`src/rtl/jtkicker_colmix_if.sv`:
```
// PROM download bus for the Kicker colour mixer.
// The loader drives the address, data and write strobe. The mixer only receives them.
interface jtkicker_colmix_if;
    logic [8:0] prog_addr;
    logic [7:0] prog_data;
    logic       prog_en;

    modport master (output prog_addr, output prog_data, output prog_en);
    modport slave  (input  prog_addr, input  prog_data, input  prog_en);
endinterface

```
`src/rtl/jtkicker_colmix.sv`:
```
// Kicker final colour mixer. It merges the object pixel with the char pixel, translates the
// char colour through the lookup PROM and maps the result through the RGB palette PROM.
module jtkicker_colmix #(
    parameter string SIMFILE_LUT = "",
    parameter string SIMFILE_PAL = ""
)(
    input  logic                    clk,
    input  logic                    rst,
    input  logic                    pxl_cen,
    input  logic                    LHBL,
    input  logic                    LVBL,
    input  logic [3:0]              obj_pxl,
    input  logic [3:0]              scr_pxl,
    input  logic [3:0]              scr_pal,
    input  logic                    scr_prio,
    input  logic [3:0]              gfx_en,
    jtkicker_colmix_if.slave        prog,
    output logic [2:0]              red,
    output logic [2:0]              green,
    output logic [1:0]              blue,
    output logic                    LHBL_dly,
    output logic                    LVBL_dly
);
    // The preload files only matter to simulation models. Layers 1 and 2 do not exist on this board.
    localparam bit unused_simfile = (SIMFILE_LUT != "") || (SIMFILE_PAL != "");
    logic unused_gfx;
    assign unused_gfx = ^gfx_en[2:1];

    logic [3:0] lut_mem [0:255];
    logic [7:0] pal_mem [0:31];

    always_ff @(posedge clk) begin
        if (prog.prog_en) begin
            if (!prog.prog_addr[8])
                lut_mem[prog.prog_addr[7:0]] <= prog.prog_data[3:0];
            else if (prog.prog_addr[7:5] == 3'd0)
                pal_mem[prog.prog_addr[4:0]] <= prog.prog_data;
        end
    end

    logic [3:0] obj_s1;
    logic       prio_s1;
    logic [3:0] lut_rd;
    logic [4:0] pal_idx;
    logic [2:0] hb_sr;
    logic [2:0] vb_sr;
    logic [3:0] lut_q;
    logic       obj_win;

    always_comb begin
        lut_q   = gfx_en[0] ? lut_rd : 4'd0;
        obj_win = (obj_s1 != 4'd0) && !(prio_s1 && (lut_q != 4'd0));
    end

    // The blank state moving into stage 3 gates the palette read, so RGB and the delayed blanks change on the same edge.
    always_ff @(posedge clk) begin
        if (rst) begin
            obj_s1  <= 4'd0;
            prio_s1 <= 1'b0;
            lut_rd  <= 4'd0;
            pal_idx <= 5'd0;
            hb_sr   <= 3'd0;
            vb_sr   <= 3'd0;
            red     <= 3'd0;
            green   <= 3'd0;
            blue    <= 2'd0;
        end else if (pxl_cen) begin
            obj_s1  <= gfx_en[3] ? obj_pxl : 4'd0;
            prio_s1 <= scr_prio;
            lut_rd  <= lut_mem[{scr_pal, scr_pxl}];
            pal_idx <= obj_win ? {1'b1, obj_s1} : {1'b0, lut_q};
            hb_sr   <= {hb_sr[1:0], LHBL};
            vb_sr   <= {vb_sr[1:0], LVBL};
            if (hb_sr[1] && vb_sr[1])
                {blue, green, red} <= pal_mem[pal_idx];
            else
                {blue, green, red} <= 8'd0;
        end
    end

    assign LHBL_dly = hb_sr[2];
    assign LVBL_dly = vb_sr[2];
endmodule

```
`src/flat_wrapper.sv`:
```
// flat-port wrapper written by rule: the top's interface ports become plain ports
module jtkicker_colmix_flat 
#(
    parameter string SIMFILE_LUT = "",
    parameter string SIMFILE_PAL = ""
)
  (clk, rst, pxl_cen, LHBL, LVBL, obj_pxl, scr_pxl, scr_pal, scr_prio, gfx_en, red, green, blue, LHBL_dly, LVBL_dly, prog_prog_addr, prog_prog_data, prog_prog_en);
  jtkicker_colmix_if prog_i ();
  input  logic clk;
  input  logic rst;
  input  logic pxl_cen;
  input  logic LHBL;
  input  logic LVBL;
  input  logic [3:0] obj_pxl;
  input  logic [3:0] scr_pxl;
  input  logic [3:0] scr_pal;
  input  logic scr_prio;
  input  logic [3:0] gfx_en;
  output logic [2:0] red;
  output logic [2:0] green;
  output logic [1:0] blue;
  output logic LHBL_dly;
  output logic LVBL_dly;
  input wire logic [$bits(prog_i.prog_addr)-1:0] prog_prog_addr;
  input wire logic [$bits(prog_i.prog_data)-1:0] prog_prog_data;
  input wire logic [$bits(prog_i.prog_en)-1:0] prog_prog_en;
  assign prog_i.prog_addr = prog_prog_addr;
  assign prog_i.prog_data = prog_prog_data;
  assign prog_i.prog_en = prog_prog_en;
  jtkicker_colmix #(.SIMFILE_LUT(SIMFILE_LUT), .SIMFILE_PAL(SIMFILE_PAL)) u_core (.clk(clk), .rst(rst), .pxl_cen(pxl_cen), .LHBL(LHBL), .LVBL(LVBL), .obj_pxl(obj_pxl), .scr_pxl(scr_pxl), .scr_pal(scr_pal), .scr_prio(scr_prio), .gfx_en(gfx_en), .prog(prog_i), .red(red), .green(green), .blue(blue), .LHBL_dly(LHBL_dly), .LVBL_dly(LVBL_dly));
endmodule
```
`config.mk`:
```
export PLATFORM = sky130hd
export DESIGN_NAME = jtkicker_colmix_flat
export DESIGN_NICKNAME = d
export VERILOG_FILES = /design/src/rtl/jtkicker_colmix_if.sv /design/src/rtl/jtkicker_colmix.sv /design/src/flat_wrapper.sv
export SDC_FILE = /design/constraint.sdc
export NUM_CORES = 1
export LEC_CHECK = 0
export CAP_MARGIN = 20
export CELL_PAD_IN_SITES_DETAIL_PLACEMENT = 0
export CELL_PAD_IN_SITES_GLOBAL_PLACEMENT = 1
export CORE_MARGIN = 4
export CORE_UTILIZATION = 40
export DETAILED_ROUTE_END_ITERATION = 6
export PLACE_DENSITY_LB_ADDON = 0.1
export SYNTH_ARGS = -nofsm -noshare
export SYNTH_HDL_FRONTEND = slang
export SYNTH_SLANG_ARGS = --single-unit
```
`constraint.sdc`:
```
create_clock -name clk -period 6.3 [get_ports clk]
set_input_delay 1.26 -clock clk [delete_from_list [all_inputs] [get_ports clk]]
set_output_delay 1.26 -clock clk [all_outputs]
set_load 0.01 [all_outputs]
```
==> flow_summary.toml, run 1 <==
[route]
via_per_inst = 5.69
drtPass1Iterations = 6
wl_per_cell_microns = 28.7
route.detailed.drc = 0
drt_wl_total_mm = 131
ant_nets = 0
drtIter0Drc = 2261
vias = 26000

[sta]
slew_violations = 0
fin_skew_ns = 0.0234
hold_violations = 0
max_freq_ghz = 0.233
tightest_slew_ns = 1.11
slew_headroom_pct = 26.1
rsz0062_at_grt = "no"
setup_viol = 0
period_minus_slack_ns = 4.30
fin_crit_sh_pct = 68.2
fin_tns_setup_ns = 0

[clock_tree]
clockBufferDepth = 3
hold_buffers = 0
cts.sinks = 1313
tritoncts.num_buffers = 144
cts_tree = "yes"
postCtsSetupBuffers = 0
cts-resized-gates = 0
clk_latency_ns = 0.76
cts_root_buf = "clkbuf_16"
clk_pin_slew_ns = 0.06
htreeDepth = 4

[logic_synthesis]
synth_top_area_cell = "edfxtp_1"
synth-main-ff-cell = "edfxtp_1"
synth.avg_cell_area_sq_um = 19.1
synth_edf_count = 1280
synthTopCellsByArea = "edfxtp_1 (74%), mux4_2 (12%), mux2i_1 (3.1%)"
ys_seq_area_share_pct = 75.7
async_flop_share_pct = 0
synth.top_cell.area_share_pct = 74.5
yosys_warnings = 0
netlist_instances = 2697
netlist_area_sq_um = 51600
ys_ff_latch = 1313
syn_nets = 2737
synth.most_common_cell = "edfxtp_1"
synth_common_cells = "edfxtp_1 (1280), nor2_1 (342), mux4_2 (265)"
ys_types = 53

[worst_setup_path]
crit_type = "primary input to flop"
critPathMaxFanout = 13
required_ns = 6.67
r2r-end = "u_core.green[1]"
cpPeakStageDelay_ns = 0.95
start_kind = "primary input"
crit_chain = "clkdlybuf4s50_1, nor2b_1, nand4_1, buf_4, or3b_2, nor3_1"
rr_worst_depth = 7
regToRegSetupSlack_ns = 3.04
cp.arrival_ns = 4.67
endpoint_kind = "flop"
crit_slowest_cell = "nor2b_1"

[global_routing]
grt_use_total_pct = 19.4
grt_max_degree = 204
grt_overflow = 0
grt_antenna_before_repair = 5
use_met1_pct = 27.3
grt_pass1_wl_mm = 192
grt_busiest_layer = "met2"
grt_use_met3_pct = 3.50
grtUsageMet2_pct = 31.3
grt_pass1_vias = 27100

[power_and_ir_drop]
p_leak_nw = 18.1
peakVddDrop_mv = 0.298
power_mw = 18.5
power_density_nw_per_um2 = 316

[floorplan]
fp.dieH_microns = 367
rows = 131
die_w_microns = 367
initial_utilization_pct = 40.4
design.die.area_sq_um = 135000
coreArea_sq_um = 128000
io_pins = 50

[status]
outcome = "finished, final reports clean"

[finish]
layout.nets = 2828
final_layout_size_suffix_gt1_share_pct = 19.7
area_delta_synth_final_pct = 13.4
fillers = 10800

[worst_hold_path]
holdPathStages = 2
min-delay-path-class = "flop to flop"
hp-start = "u_core.pal_idx[1]"
worstHoldEndpoint = "u_core.pal_idx[1]"

[placement]
place_hpwl_mm = 80.5
finalWeightedCongestion = 0.787
portBuffers = 47

[job]
drv_cap = 0
==> cell type report <==
type | instances | area [sq um] | area share [%]
clock inverter | 71 | 599 | 1.02
sequential | 1313 | 39100 | 66.8
tap | 1662 | 2080 | 3.55
antenna | 3 | 7.51 | 0.0128
timing repair buffer | 110 | 1160 | 1.98
multi-input combinational | 1215 | 11700 | 20.0
clock buffer | 183 | 3850 | 6.58
inverter | 4 | 15.0 | 0.0257
==> per-layer routing <==
layer  vias up  part of all wire (%)
met5         -                 0.018
met3       216                   5.5
li1      11200                     -
met4         4                   2.4
met1     13800                    44
met2       739                    48
==> placed cells by master, fill, tap and decap left out, types with 15 or more instances in the layout <==
cell                n
o221ai_1           25
mux2i_1           162
clkinv_1           21
clkbuf_1           32
clkdlybuf4s50_1    39
a22oi_1            33
o22ai_1            41
edfxtp_1         1280
nor3_1             15
buf_4              49
nand2_1            71
nor2_1            341
a21oi_1            47
nand3_1            35
mux4_2            265
dfxtp_1            31
clkinv_2           24
o21ai_0            19
nor2b_1            15
clkbuf_16         148
==> worst max path at each step <==
stage	start	end	slack, ns	depth (start not counted)
CTS	prog_prog_addr[5]	u_core.lut_mem[232][1]	2.09	6
global route	prog_prog_addr[5]	u_core.lut_mem[232][1]	2.00	6
global placement	prog_prog_addr[5]	u_core.lut_mem[232][0]	1.34	6
finish	prog_prog_addr[5]	u_core.lut_mem[232][1]	2.00	6
floorplan	scr_pxl[0]	u_core.lut_rd[1]	2.92	9
detailed placement	prog_prog_addr[5]	u_core.lut_mem[232][0]	1.25	6
==> flip-flops by register name (all words and copies together) (netlist names), named ones only <==
signal,flops
u_core.lut_mem,1024
u_core.pal_mem,256
u_core.pal_idx,5
u_core.lut_rd,4
u_core.obj_s1,4
u_core.green,3
u_core.hb_sr,3
u_core.red,3
u_core.vb_sr,3
u_core.blue,2
u_core.prio_s1,1
==> worst max-delay path, delay by kind of cell <==
| kind | cells | cell delay, ns |
|---|---|---|
| simple gates | 4 | 2.22 |
| buf+inv | 2 | 1.16 |
==> through the flow <==
stage	utilization, %	std cells	instance area [sq um]	setup slack (ns)	hold slack (ns)
4_1_cts	45.7	4554	58400	2.09	0.491
3_5_place_dp	42.2	4300	54000	1.25	0.475
6_report	45.8	4561	58500	2.00	0.487
5_1_grt	45.8	4558	58500	2.00	0.507
3_3_place_gp	42.2	4300	54000	1.34	0.474
2_1_floorplan	-	2697	51600	2.92	0.454
==> power breakdown <==
| part | leakage (nW) | internal, mW | switching, mW |
|---|---|---|---|
| Combinational | 4.09 | 0.321 | 0.559 |
| Sequential | 11.8 | 9.60 | 0.0262 |
| Clock | 2.19 | 4.59 | 3.39 |
| Total | 18.1 | 14.5 | 3.98 |
==> kinds of logic (layout without fill, tap and decap cells) <==
group	count (synthesis)	after routing	synth area share [%]
DFF	1313	1313	75.7
and+or+nand+nor	541	541	4.46
muxes	438	438	14.9
AOI/OAI and AO/OA	236	236	3.22
buffers and inverters	169	368	1.64
other	0	3	0
No activity file was read; power rests on OpenSTA's default activity.
==> run 2: changes to the inputs <==
==> constraint.sdc (replaced) <==
create_clock -name clk -period 3.75 [get_ports clk]
set_input_delay 0.75 -clock clk [delete_from_list [all_inputs] [get_ports clk]]
set_output_delay 0.75 -clock clk [all_outputs]
set_load 0.01 [all_outputs]
==> run 2 against run 1 <==
Routed wire length is 2.7% higher; critical path type unchanged; non-clock buffer count is 184 higher; highest routed layer is now met4; largest cell class unchanged; critical endpoint is now u_core.lut_rd[3]; sequential cell count stayed put; clock power is 73% higher.
==> flow_summary.toml, run 2 (synthesis gave the netlist of run 1 again) <==
[status]
outcome = "finished, final reports clean"

[clock_tree]
clk_latency_ns = 0.77
tritoncts.num_buffers = 144
cts_tree = "yes"
cts.sinks = 1313
cts_root_buf = "clkbuf_16"
htreeDepth = 4
clockBufferDepth = 3
postCtsSetupBuffers = 0
cts-resized-gates = 0
clk_pin_slew_ns = 0.06
hold_buffers = 0

[sta]
rsz0062_at_grt = "no"
tightest_slew_ns = 0.962
slew_violations = 0
fin_crit_sh_pct = 77.4
max_freq_ghz = 0.345
setup_viol = 0
holdWs_ns = 0.479
hold_violations = 0
period_minus_slack_ns = 2.90
slew_headroom_pct = 35.8
fin_skew_ns = 0.0267

[worst_setup_path]
start_kind = "primary input"
regToRegSetupSlack_ns = 1.09
crit_type = "primary input to flop"
required_ns = 4.41
endpoint_kind = "flop"
startpoint = "scr_pal[2]"
critPathMaxFanout = 6
cp.arrival_ns = 3.56

[power_and_ir_drop]
swShare_pct = 21.2
power_density_nw_per_um2 = 524
power_mw = 31.6
p_seq_share_pct = 51.2
comb_power_share_pct = 5.2
p_switching_mw = 6.70
power_frac_clock_pct = 43.6
cellInternalPower_mw = 24.9
peakVddDrop_mv = 0.443
p_leak_nw = 19.1

[finish]
final_cell_mix = "edfxtp_1 (1280), nor2_1 (341), mux4_2 (265), buf_4 (210), mux2i_1 (162)"
area_delta_synth_final_pct = 16.7
final_layout_size_suffix_gt1_share_pct = 24.1
largest_reg_flops = 1024
layout.nets = 3012
final_common_cell = "edfxtp_1"
fin_util_pct = 47.1

[floorplan]
rows = 131
initial_utilization_pct = 40.4
die_w_microns = 367
design.die.area_sq_um = 135000
io_pins = 50
fp.dieH_microns = 367
coreArea_sq_um = 128000

[job]
drv_cap = 0

[global_routing]
grt_overflow = 0
grt_pass1_vias = 27900
grt_antenna_before_repair = 5
grt_max_degree = 101
grt_pass1_wl_mm = 196
grt_use_total_pct = 20.0

[route]
vias = 26700
drt_wl_total_mm = 135
wl_met3_mm = 7.65
highest-signal-layer = "met4"
via_per_inst = 5.62
wl_per_cell_microns = 28.3
ant_nets = 0
met2_length_mm = 65.5
drtPass1Iterations = 5
wl_met1_mm = 59.0
route.detailed.drc = 0
drtIter0Drc = 2589

[worst_hold_path]
hp-start = "prog_prog_data[3]"
min-delay-path-class = "primary input to flop"

[placement]
portBuffers = 47
finalWeightedCongestion = 0.806
place_hpwl_mm = 88.2
==> run 2: cell count changes in the layout (fill, tap and decap cells not counted), sizes merged <==
| cell | previous run | this run |
|---|---|---|
| buf | 66 | 250 |
| bufinv | 6 | 14 |
| clkbuf | 188 | 179 |
| clkinv | 55 | 59 |
| diode | 3 | 2 |
| inv | 13 | 16 |
==> run 2: per-stage QoR <==
| stage | instance area (sq um) | cells | worst slack, ns | setup TNS [ns] |
|---|---|---|---|---|
| 3_3_place_gp | 55600 | 4484 | -0.211 | -0.211 |
| 3_5_place_dp | 55600 | 4485 | 0.0391 | 0 |
| 5_1_grt | 60300 | 4748 | 0.818 | 0 |
| 2_1_floorplan | 51600 | 2697 | 0.877 | 0 |
| 6_report | 60300 | 4750 | 0.848 | 0 |
| 4_1_cts | 60200 | 4745 | 0.863 | 0 |
==> run 2: layout make-up <==
type / instances / area [sq um]
diodes: 2 / 5.00
clock buffers: 174 / 3760
clock inverters: 86 / 827
fillers: 10700 / 67600
inverters: 4 / 15.0
multi-input cells: 1215 / 11700
flip-flops and latches: 1313 / 39100
well taps: 1662 / 2080
repair buffers: 294 / 2800
==> run 2: routing by layer <==
layer  vias up  GRT usage [%]
met5         -              0
met4         0           4.75
met3       146           3.73
met2       753           32.7
met1     14200           28.0
li1      11600              -
==> run 2: worst paths after layout <==
path / to / cells past startpoint
worst min-delay path: u_core.lut_mem[95][3] / 1
worst min register to register: flop / 2
worst max register to register: u_core.green[1] / 7
worst max-delay path: u_core.lut_rd[3] / 11
==> run 2: power groups by stage <==
stage	Combinational [mW]	Sequential (mW)	Clock [mW]
after floorplan	0.834	16.4	0
after global placement	1.65	16.5	0
after detailed placement	1.67	16.5	0
after CTS	1.68	16.2	14.1
after global routing	1.76	16.2	14.7
final	1.65	16.2	13.8
==> run 2: critical path: stages <==
cell,delay [ns]
clkdlybuf4s50_1,0.71
nor2b_1,0.45
buf_4,0.21
nand2_1,0.19
nor4_1,0.38
buf_4,0.18
a21oi_1,0.07
o21ai_0,0.09
nor4bb_1,0.08
buf_4,0.18
a221o_1,0.25
